[src/rtl/data_memory_be_if.sv]
// rtl/data_memory_be_if.sv - data bus bundle between the load/store unit and data_memory_be
interface data_memory_be_if #(
  parameter int DATA_WIDTH = 32,
  parameter int ADDR_WIDTH = 32
);
  logic                  Req_i;
  logic                  Write_Enable_i;
  logic [1:0]            Size_i;
  logic                  Unsigned_i;
  logic [ADDR_WIDTH-1:0] Address_i;
  logic [DATA_WIDTH-1:0] Write_Data_i;
  logic [DATA_WIDTH-1:0] Read_Data_o;
  logic                  Read_Valid_o;
  logic                  Error_o;

  modport master (
    output Req_i, Write_Enable_i, Size_i, Unsigned_i, Address_i, Write_Data_i,
    input  Read_Data_o, Read_Valid_o, Error_o
  );

  modport slave (
    input  Req_i, Write_Enable_i, Size_i, Unsigned_i, Address_i, Write_Data_i,
    output Read_Data_o, Read_Valid_o, Error_o
  );
endinterface

[src/rtl/data_memory_be.sv]
// rtl/data_memory_be.sv - byte-addressed data memory with lane strobes and extended registered loads
module data_memory_be #(
  parameter int                    DATA_WIDTH   = 32,
  parameter int                    MEMORY_DEPTH = 64,
  parameter int                    ADDR_WIDTH   = 32,
  parameter logic [ADDR_WIDTH-1:0] BASE_ADDR    = 32'h10010000
) (
  input logic              clk,
  input logic              reset,
  data_memory_be_if.slave  bus
);

  localparam int BYTES  = DATA_WIDTH / 8;
  localparam int LANE_W = (BYTES > 1) ? $clog2(BYTES) : 1;
  localparam int IDX_W  = (MEMORY_DEPTH > 1) ? $clog2(MEMORY_DEPTH) : 1;
  localparam logic [ADDR_WIDTH-1:0] SPAN = ADDR_WIDTH'(MEMORY_DEPTH * BYTES);

  localparam logic [1:0] SZ_BYTE = 2'b00;
  localparam logic [1:0] SZ_HALF = 2'b01;
  localparam logic [1:0] SZ_WORD = 2'b10;

  logic [DATA_WIDTH-1:0] mem [MEMORY_DEPTH];

  logic [ADDR_WIDTH-1:0] offset;
  logic [IDX_W-1:0]      widx;
  logic [LANE_W-1:0]     lane;
  logic                  range_err;
  logic                  align_err;
  logic                  acc_err;
  logic                  do_store;
  logic                  do_load;
  logic [BYTES-1:0]      be;
  logic [DATA_WIDTH-1:0] wlane;
  logic [DATA_WIDTH-1:0] rd_shift;
  logic [DATA_WIDTH-1:0] ext;
  logic                  sign_bit;

  logic [DATA_WIDTH-1:0] rdata_q;
  logic                  rvalid_q;
  logic                  err_q;

  // Decode the byte address into word index, lane and the reject conditions.
  always_comb begin
    offset    = bus.Address_i - BASE_ADDR;
    widx      = IDX_W'(offset / ADDR_WIDTH'(BYTES));
    lane      = LANE_W'(offset % ADDR_WIDTH'(BYTES));
    range_err = (bus.Address_i < BASE_ADDR) || (offset >= SPAN);
    case (bus.Size_i)
      SZ_BYTE: align_err = 1'b0;
      SZ_HALF: align_err = lane[0];
      SZ_WORD: align_err = (lane != '0);
      default: align_err = 1'b1;
    endcase
    acc_err  = range_err || align_err;
    do_store = bus.Req_i && bus.Write_Enable_i && !acc_err;
    do_load  = bus.Req_i && !bus.Write_Enable_i && !acc_err;
  end

  // Build the lane strobes and place the right-justified store data onto its lanes.
  always_comb begin
    be    = '0;
    wlane = '0;
    for (int l = 0; l < BYTES; l++) begin
      case (bus.Size_i)
        SZ_BYTE: begin
          be[l]           = (LANE_W'(l) == lane);
          wlane[8*l +: 8] = bus.Write_Data_i[7:0];
        end
        SZ_HALF: begin
          be[l]           = (LANE_W'(l) == lane) || (LANE_W'(l) == lane + LANE_W'(1));
          wlane[8*l +: 8] = (l % 2 == 0) ? bus.Write_Data_i[7:0] : bus.Write_Data_i[15:8];
        end
        default: begin
          be[l]           = 1'b1;
          wlane[8*l +: 8] = bus.Write_Data_i[8*l +: 8];
        end
      endcase
    end
  end

  // Select the addressed byte/half from the stored word and extend it.
  always_comb begin
    rd_shift = mem[widx] >> {lane, 3'b000};
    ext      = rd_shift;
    sign_bit = 1'b0;
    case (bus.Size_i)
      SZ_BYTE: begin
        sign_bit  = !bus.Unsigned_i && rd_shift[7];
        ext       = {DATA_WIDTH{sign_bit}};
        ext[7:0]  = rd_shift[7:0];
      end
      SZ_HALF: begin
        sign_bit  = !bus.Unsigned_i && rd_shift[15];
        ext       = {DATA_WIDTH{sign_bit}};
        ext[15:0] = rd_shift[15:0];
      end
      default: ext = rd_shift;
    endcase
  end

  // Commit stores lane by lane; the array is never cleared and reset blocks new writes.
  always_ff @(posedge clk) begin
    if (reset && do_store) begin
      for (int l = 0; l < BYTES; l++) begin
        if (be[l]) begin
          mem[widx][8*l +: 8] <= wlane[8*l +: 8];
        end
      end
    end
  end

  // Register load results and the one-cycle valid/error pulses; read data holds otherwise.
  always_ff @(posedge clk or negedge reset) begin
    if (!reset) begin
      rdata_q  <= '0;
      rvalid_q <= 1'b0;
      err_q    <= 1'b0;
    end else begin
      rvalid_q <= do_load;
      err_q    <= bus.Req_i && acc_err;
      if (do_load) begin
        rdata_q <= ext;
      end
    end
  end

  assign bus.Read_Data_o  = rdata_q;
  assign bus.Read_Valid_o = rvalid_q;
  assign bus.Error_o      = err_q;

endmodule

[src/flat_wrapper.sv]
// flat-port wrapper written by rule: the top's interface ports become plain ports
module data_memory_be_flat 
#(
  parameter int                    DATA_WIDTH   = 32,
  parameter int                    MEMORY_DEPTH = 64,
  parameter int                    ADDR_WIDTH   = 32,
  parameter logic [ADDR_WIDTH-1:0] BASE_ADDR    = 32'h10010000
)
  (clk, reset, bus_Req_i, bus_Write_Enable_i, bus_Size_i, bus_Unsigned_i, bus_Address_i, bus_Write_Data_i, bus_Read_Data_o, bus_Read_Valid_o, bus_Error_o);
  data_memory_be_if #(.DATA_WIDTH(DATA_WIDTH), .ADDR_WIDTH(ADDR_WIDTH)) bus_i ();
  input logic clk;
  input logic reset;
  input wire logic [$bits(bus_i.Req_i)-1:0] bus_Req_i;
  input wire logic [$bits(bus_i.Write_Enable_i)-1:0] bus_Write_Enable_i;
  input wire logic [$bits(bus_i.Size_i)-1:0] bus_Size_i;
  input wire logic [$bits(bus_i.Unsigned_i)-1:0] bus_Unsigned_i;
  input wire logic [$bits(bus_i.Address_i)-1:0] bus_Address_i;
  input wire logic [$bits(bus_i.Write_Data_i)-1:0] bus_Write_Data_i;
  output wire logic [$bits(bus_i.Read_Data_o)-1:0] bus_Read_Data_o;
  output wire logic [$bits(bus_i.Read_Valid_o)-1:0] bus_Read_Valid_o;
  output wire logic [$bits(bus_i.Error_o)-1:0] bus_Error_o;
  assign bus_i.Req_i = bus_Req_i;
  assign bus_i.Write_Enable_i = bus_Write_Enable_i;
  assign bus_i.Size_i = bus_Size_i;
  assign bus_i.Unsigned_i = bus_Unsigned_i;
  assign bus_i.Address_i = bus_Address_i;
  assign bus_i.Write_Data_i = bus_Write_Data_i;
  assign bus_Read_Data_o = bus_i.Read_Data_o;
  assign bus_Read_Valid_o = bus_i.Read_Valid_o;
  assign bus_Error_o = bus_i.Error_o;
  data_memory_be #(.DATA_WIDTH(DATA_WIDTH), .MEMORY_DEPTH(MEMORY_DEPTH), .ADDR_WIDTH(ADDR_WIDTH), .BASE_ADDR(BASE_ADDR)) u_core (.clk(clk), .reset(reset), .bus(bus_i));
endmodule
[config.mk]
export PLATFORM = sky130hd
export DESIGN_NAME = data_memory_be_flat
export DESIGN_NICKNAME = d
export VERILOG_FILES = /design/src/rtl/data_memory_be_if.sv /design/src/rtl/data_memory_be.sv /design/src/flat_wrapper.sv
export SDC_FILE = /design/constraint.sdc
export NUM_CORES = 2
export LEC_CHECK = 0
export CORE_MARGIN = 4
export CORE_UTILIZATION = 40
export DETAILED_ROUTE_END_ITERATION = 7
export GPL_TIMING_DRIVEN = 1
export SYNTH_ARGS = -nofsm -noshare
export SYNTH_HDL_FRONTEND = slang
export SYNTH_SLANG_ARGS = --single-unit
[constraint.sdc]
create_clock -name clk -period 2.45 [get_ports clk]
set_input_delay 0.3675 -clock clk [delete_from_list [all_inputs] [get_ports clk]]
set_output_delay 0.3675 -clock clk [all_outputs]
set_load 0.02 [all_outputs]
==> reports/qor.csv <==
metric;value;unit
crit path max fanout;8;
Skew-Pair Late Insertion Delay;0.85;ns
min setup slack post-route;-0.3804;ns
number of port buffers;104;
Yosys top cell area share;75.32;%
Avg Inst Size Synth;17.61;um^2
Vias;52180;
Clock Pin Slew Worst Setup and Hold Paths;0.06;ns
Worst VDD drop;0.8018;mV
class of the worst hold path;in -> reg;
reg2reg start;u_core.mem[15][31];
final period utilization;115.5;%
CTS tree;built;
most frequent cells in the layout;edfxtp_1, buf_4, a22oi_1;
Most used DFF post-synth;edfxtp_1;
max cap viols;0;
Max stage delay cell, worst path;mux4_2;
Finish-stage setup viols;32;
crit-path cells;mux4_2, a22o_4, a211oi_4, a31oi_4, a211oi_4, buf_6, a21oi_4, o2111ai_2, buf_6, o211ai_1;
Num CTS Buffers;206;
Worst R2R Path Depth;10;
Layout area overhead;27.43;%
post-synth top area cell;edfxtp_1;
Ys Warns;0;
fmax;353.3;MHz
Seq cells post-synth;2082;
initial antenna violation count;8;
Distinct cells, synth;88;
vias in the first global route;50790;
DRT iter0 DRCs;7872;
RSZ-0062 raised after global routing;yes;
Hold Vio Cnt, Final;0;
Worst slew margin;46.03;%
# rows;165;
crit start category;register;
Max Root-Sink Buffers;3;
Initial DRT Pass Iterations;8;
DP HPWL;206100;um
Worst EP arrival;3.56;ns
WL final;294100;um
Clock Tree Root;clkbuf_16;
Setup Skew;0.03656;ns
first-pass GRT wire length;405500;um
R2R Path End;u_core.bus.Read_Data_o[13];
Hold Path Cell Cnt;1;
GR Overflow Total;0;
number of fill cells;16270;
core area;202500;um^2
setup TNS;-9.059;ns
nets;5770;
Die ar.;211400;um^2
routed vias/inst;6.115;
GRT Overall Usage;27.39;%
met3 routed wirelength;34640;um
worst slew pin tran;0.8096;ns
commonest non-fill, non-tap cell in the layout;edfxtp_1;
die height;459.8;um
max layer used;met5;
CP Capture Type;register;
Final Max Tran Viols;0;
Chip Width;459.8;um
Mapped Cells;4637;
post-layout util;51.38;%
Synthesized Nets;4714;
failing checks;DRC, setup timing;
status;finished, violations left;
WL/cell;34.47;um
Hold Crit Start;bus_Write_Data_i[3];
Antenna Violating Nets Remaining;0;
share of layout cells above drive strength 1;32.94;%
reg-to-reg slack, setup;-0.38;ns
I/O pin count;105;
minimum clock period;2.830;ns
Cell Pwr Density;734.3;nW/um^2
Critical Path RT;3.17;ns
largest net degree at the start of global routing;65;
# clock sinks;2082;
Synth Cell Area;81650;um^2
H-tree lvl count;4;
FFs w/ async S/R, synth;1.633;%
M1 WL;110200;um
Setup CP Type;reg -> reg;
Crit path largest cell delay;0.56;ns
Min-Delay Endpoint;u_core.mem[50][3];
Starting Density;40.32;%
Post-synth EDFFs;2048;
met2 wire length;131200;um
largest cells by area after synthesis;edfxtp_1, mux4_2, mux2_2;
hold slack;0.06728;ns
sequential area share after synthesis;76.36;%
Leakage;34.11;nW
GP Congestion;0.9670;
DRC;1;
layer usage:
layer  GRT usage, %  vias to the layer above
met5              0                        -
met4          14.32                        2
met3          7.327                      695
met2          41.20                     3500
met1          36.58                    26830
li1               -                    21160
cells in the mapped netlist, types with 20 or more instances:
library cell,number
a211oi_1,20
a21oi_1,80
a221o_1,48
a221oi_1,148
a222oi_1,24
a22o_1,38
a22oi_1,298
a31oi_1,51
buf_2,149
buf_4,40
clkbuf_1,113
dfrtp_1,34
edfxtp_1,2048
mux2_2,202
mux2i_1,171
mux4_2,103
nand2_1,205
nand2b_1,21
nand3_1,26
nand4_1,23
nor2_1,313
o21ai_0,63
o22ai_1,55
o2bb2ai_1,34
metrics by stage:
stage | setup WS, ns | cell area (um^2) | power (mW) | std cells
4_1_cts | -0.3543 | 103900 | 76.59 | 8530
3_3_place_gp | -1.609 | 96840 | 45.64 | 8144
6_report | -0.3804 | 104100 | 76.41 | 8533
5_1_grt | -0.4316 | 104000 | 78.38 | 8531
2_1_floorplan | -0.3063 | 82940 | 42.36 | 4637
3_5_place_dp | -1.610 | 96840 | 45.69 | 8144
critical path: cells and delay by family (launching register included):
family / cells / cell delay, ns
mux: 1 / 0.56
flops: 1 / 0.38
buf+inv: 2 / 0.37
compound gates: 7 / 1.40
cell families (layout without fill, tap and decap cells):
group | Yosys count | in the layout | share of synthesized area, %
flops | 2082 | 2082 | 76.36
compound gates | 992 | 993 | 9.272
simple gates | 728 | 728 | 4.163
mux | 483 | 483 | 7.930
buf+inv | 344 | 1565 | 2.159
fa+ha+maj | 6 | 6 | 0.09194
xor+xnor | 2 | 2 | 0.02146
other cells | 0 | 2 | 0
report_power, final:
| part | total (mW) | internal, mW | switching [mW] |
|---|---|---|---|
| Combinational | 5.91 | 2.17 | 3.74 |
| Clock | 31.2 | 17.5 | 13.6 |
| Sequential | 39.3 | 39.3 | 0.000245 |
timing repair:
| action | in CTS | in global routing |
|---|---|---|
| buffers inserted | 6 | 2 |
| pin swaps | 44 | 13 |
| gates resized for setup | 72 | 23 |
| endpoints found under the hold margin | 40 | 0 |
| hold buffers | 5 | 0 |
| cloned | 1 | 0 |
| setup endpoints to repair | 40 | 636 |
registers in the layout, indices dropped and copies added (netlist names):
name                     count
u_core.bus.Read_Data_o      32
u_core.bus.Read_Valid_o      1
u_core.bus.Error_o           1
u_core.mem                2048
layout make-up:
| type | instances | area [um^2] | share of cell area, % |
|---|---|---|---|
| flip-flops and latches | 2082 | 62350 | 59.92 |
| multi-input cells | 2212 | 19250 | 18.50 |
| repair buffers | 1183 | 12450 | 11.97 |
| clock buffers | 255 | 5381 | 5.172 |
| well taps | 2672 | 3343 | 3.213 |
| clock inverters | 119 | 1231 | 1.183 |
| inverters | 8 | 37.54 | 0.03607 |
| diodes | 2 | 5.005 | 0.004810 |
worst max path at each step:
stage	slack [ns]	endpoint	from	cells past startpoint
floorplan	-0.31	u_core.mem[48][10]	bus_Address_i[1]	11
global placement	-1.61	u_core.bus.Read_Data_o[13]	bus_Address_i[6]	12
detailed placement	-1.61	u_core.bus.Read_Data_o[13]	bus_Address_i[6]	12
CTS	-0.35	u_core.bus.Read_Data_o[21]	u_core.mem[17][21]	8
global route	-0.43	u_core.bus.Read_Data_o[21]	u_core.mem[18][21]	8
finish	-0.38	u_core.bus.Read_Data_o[13]	u_core.mem[15][31]	10
Note: power is estimated with default switching activity, not from simulation.
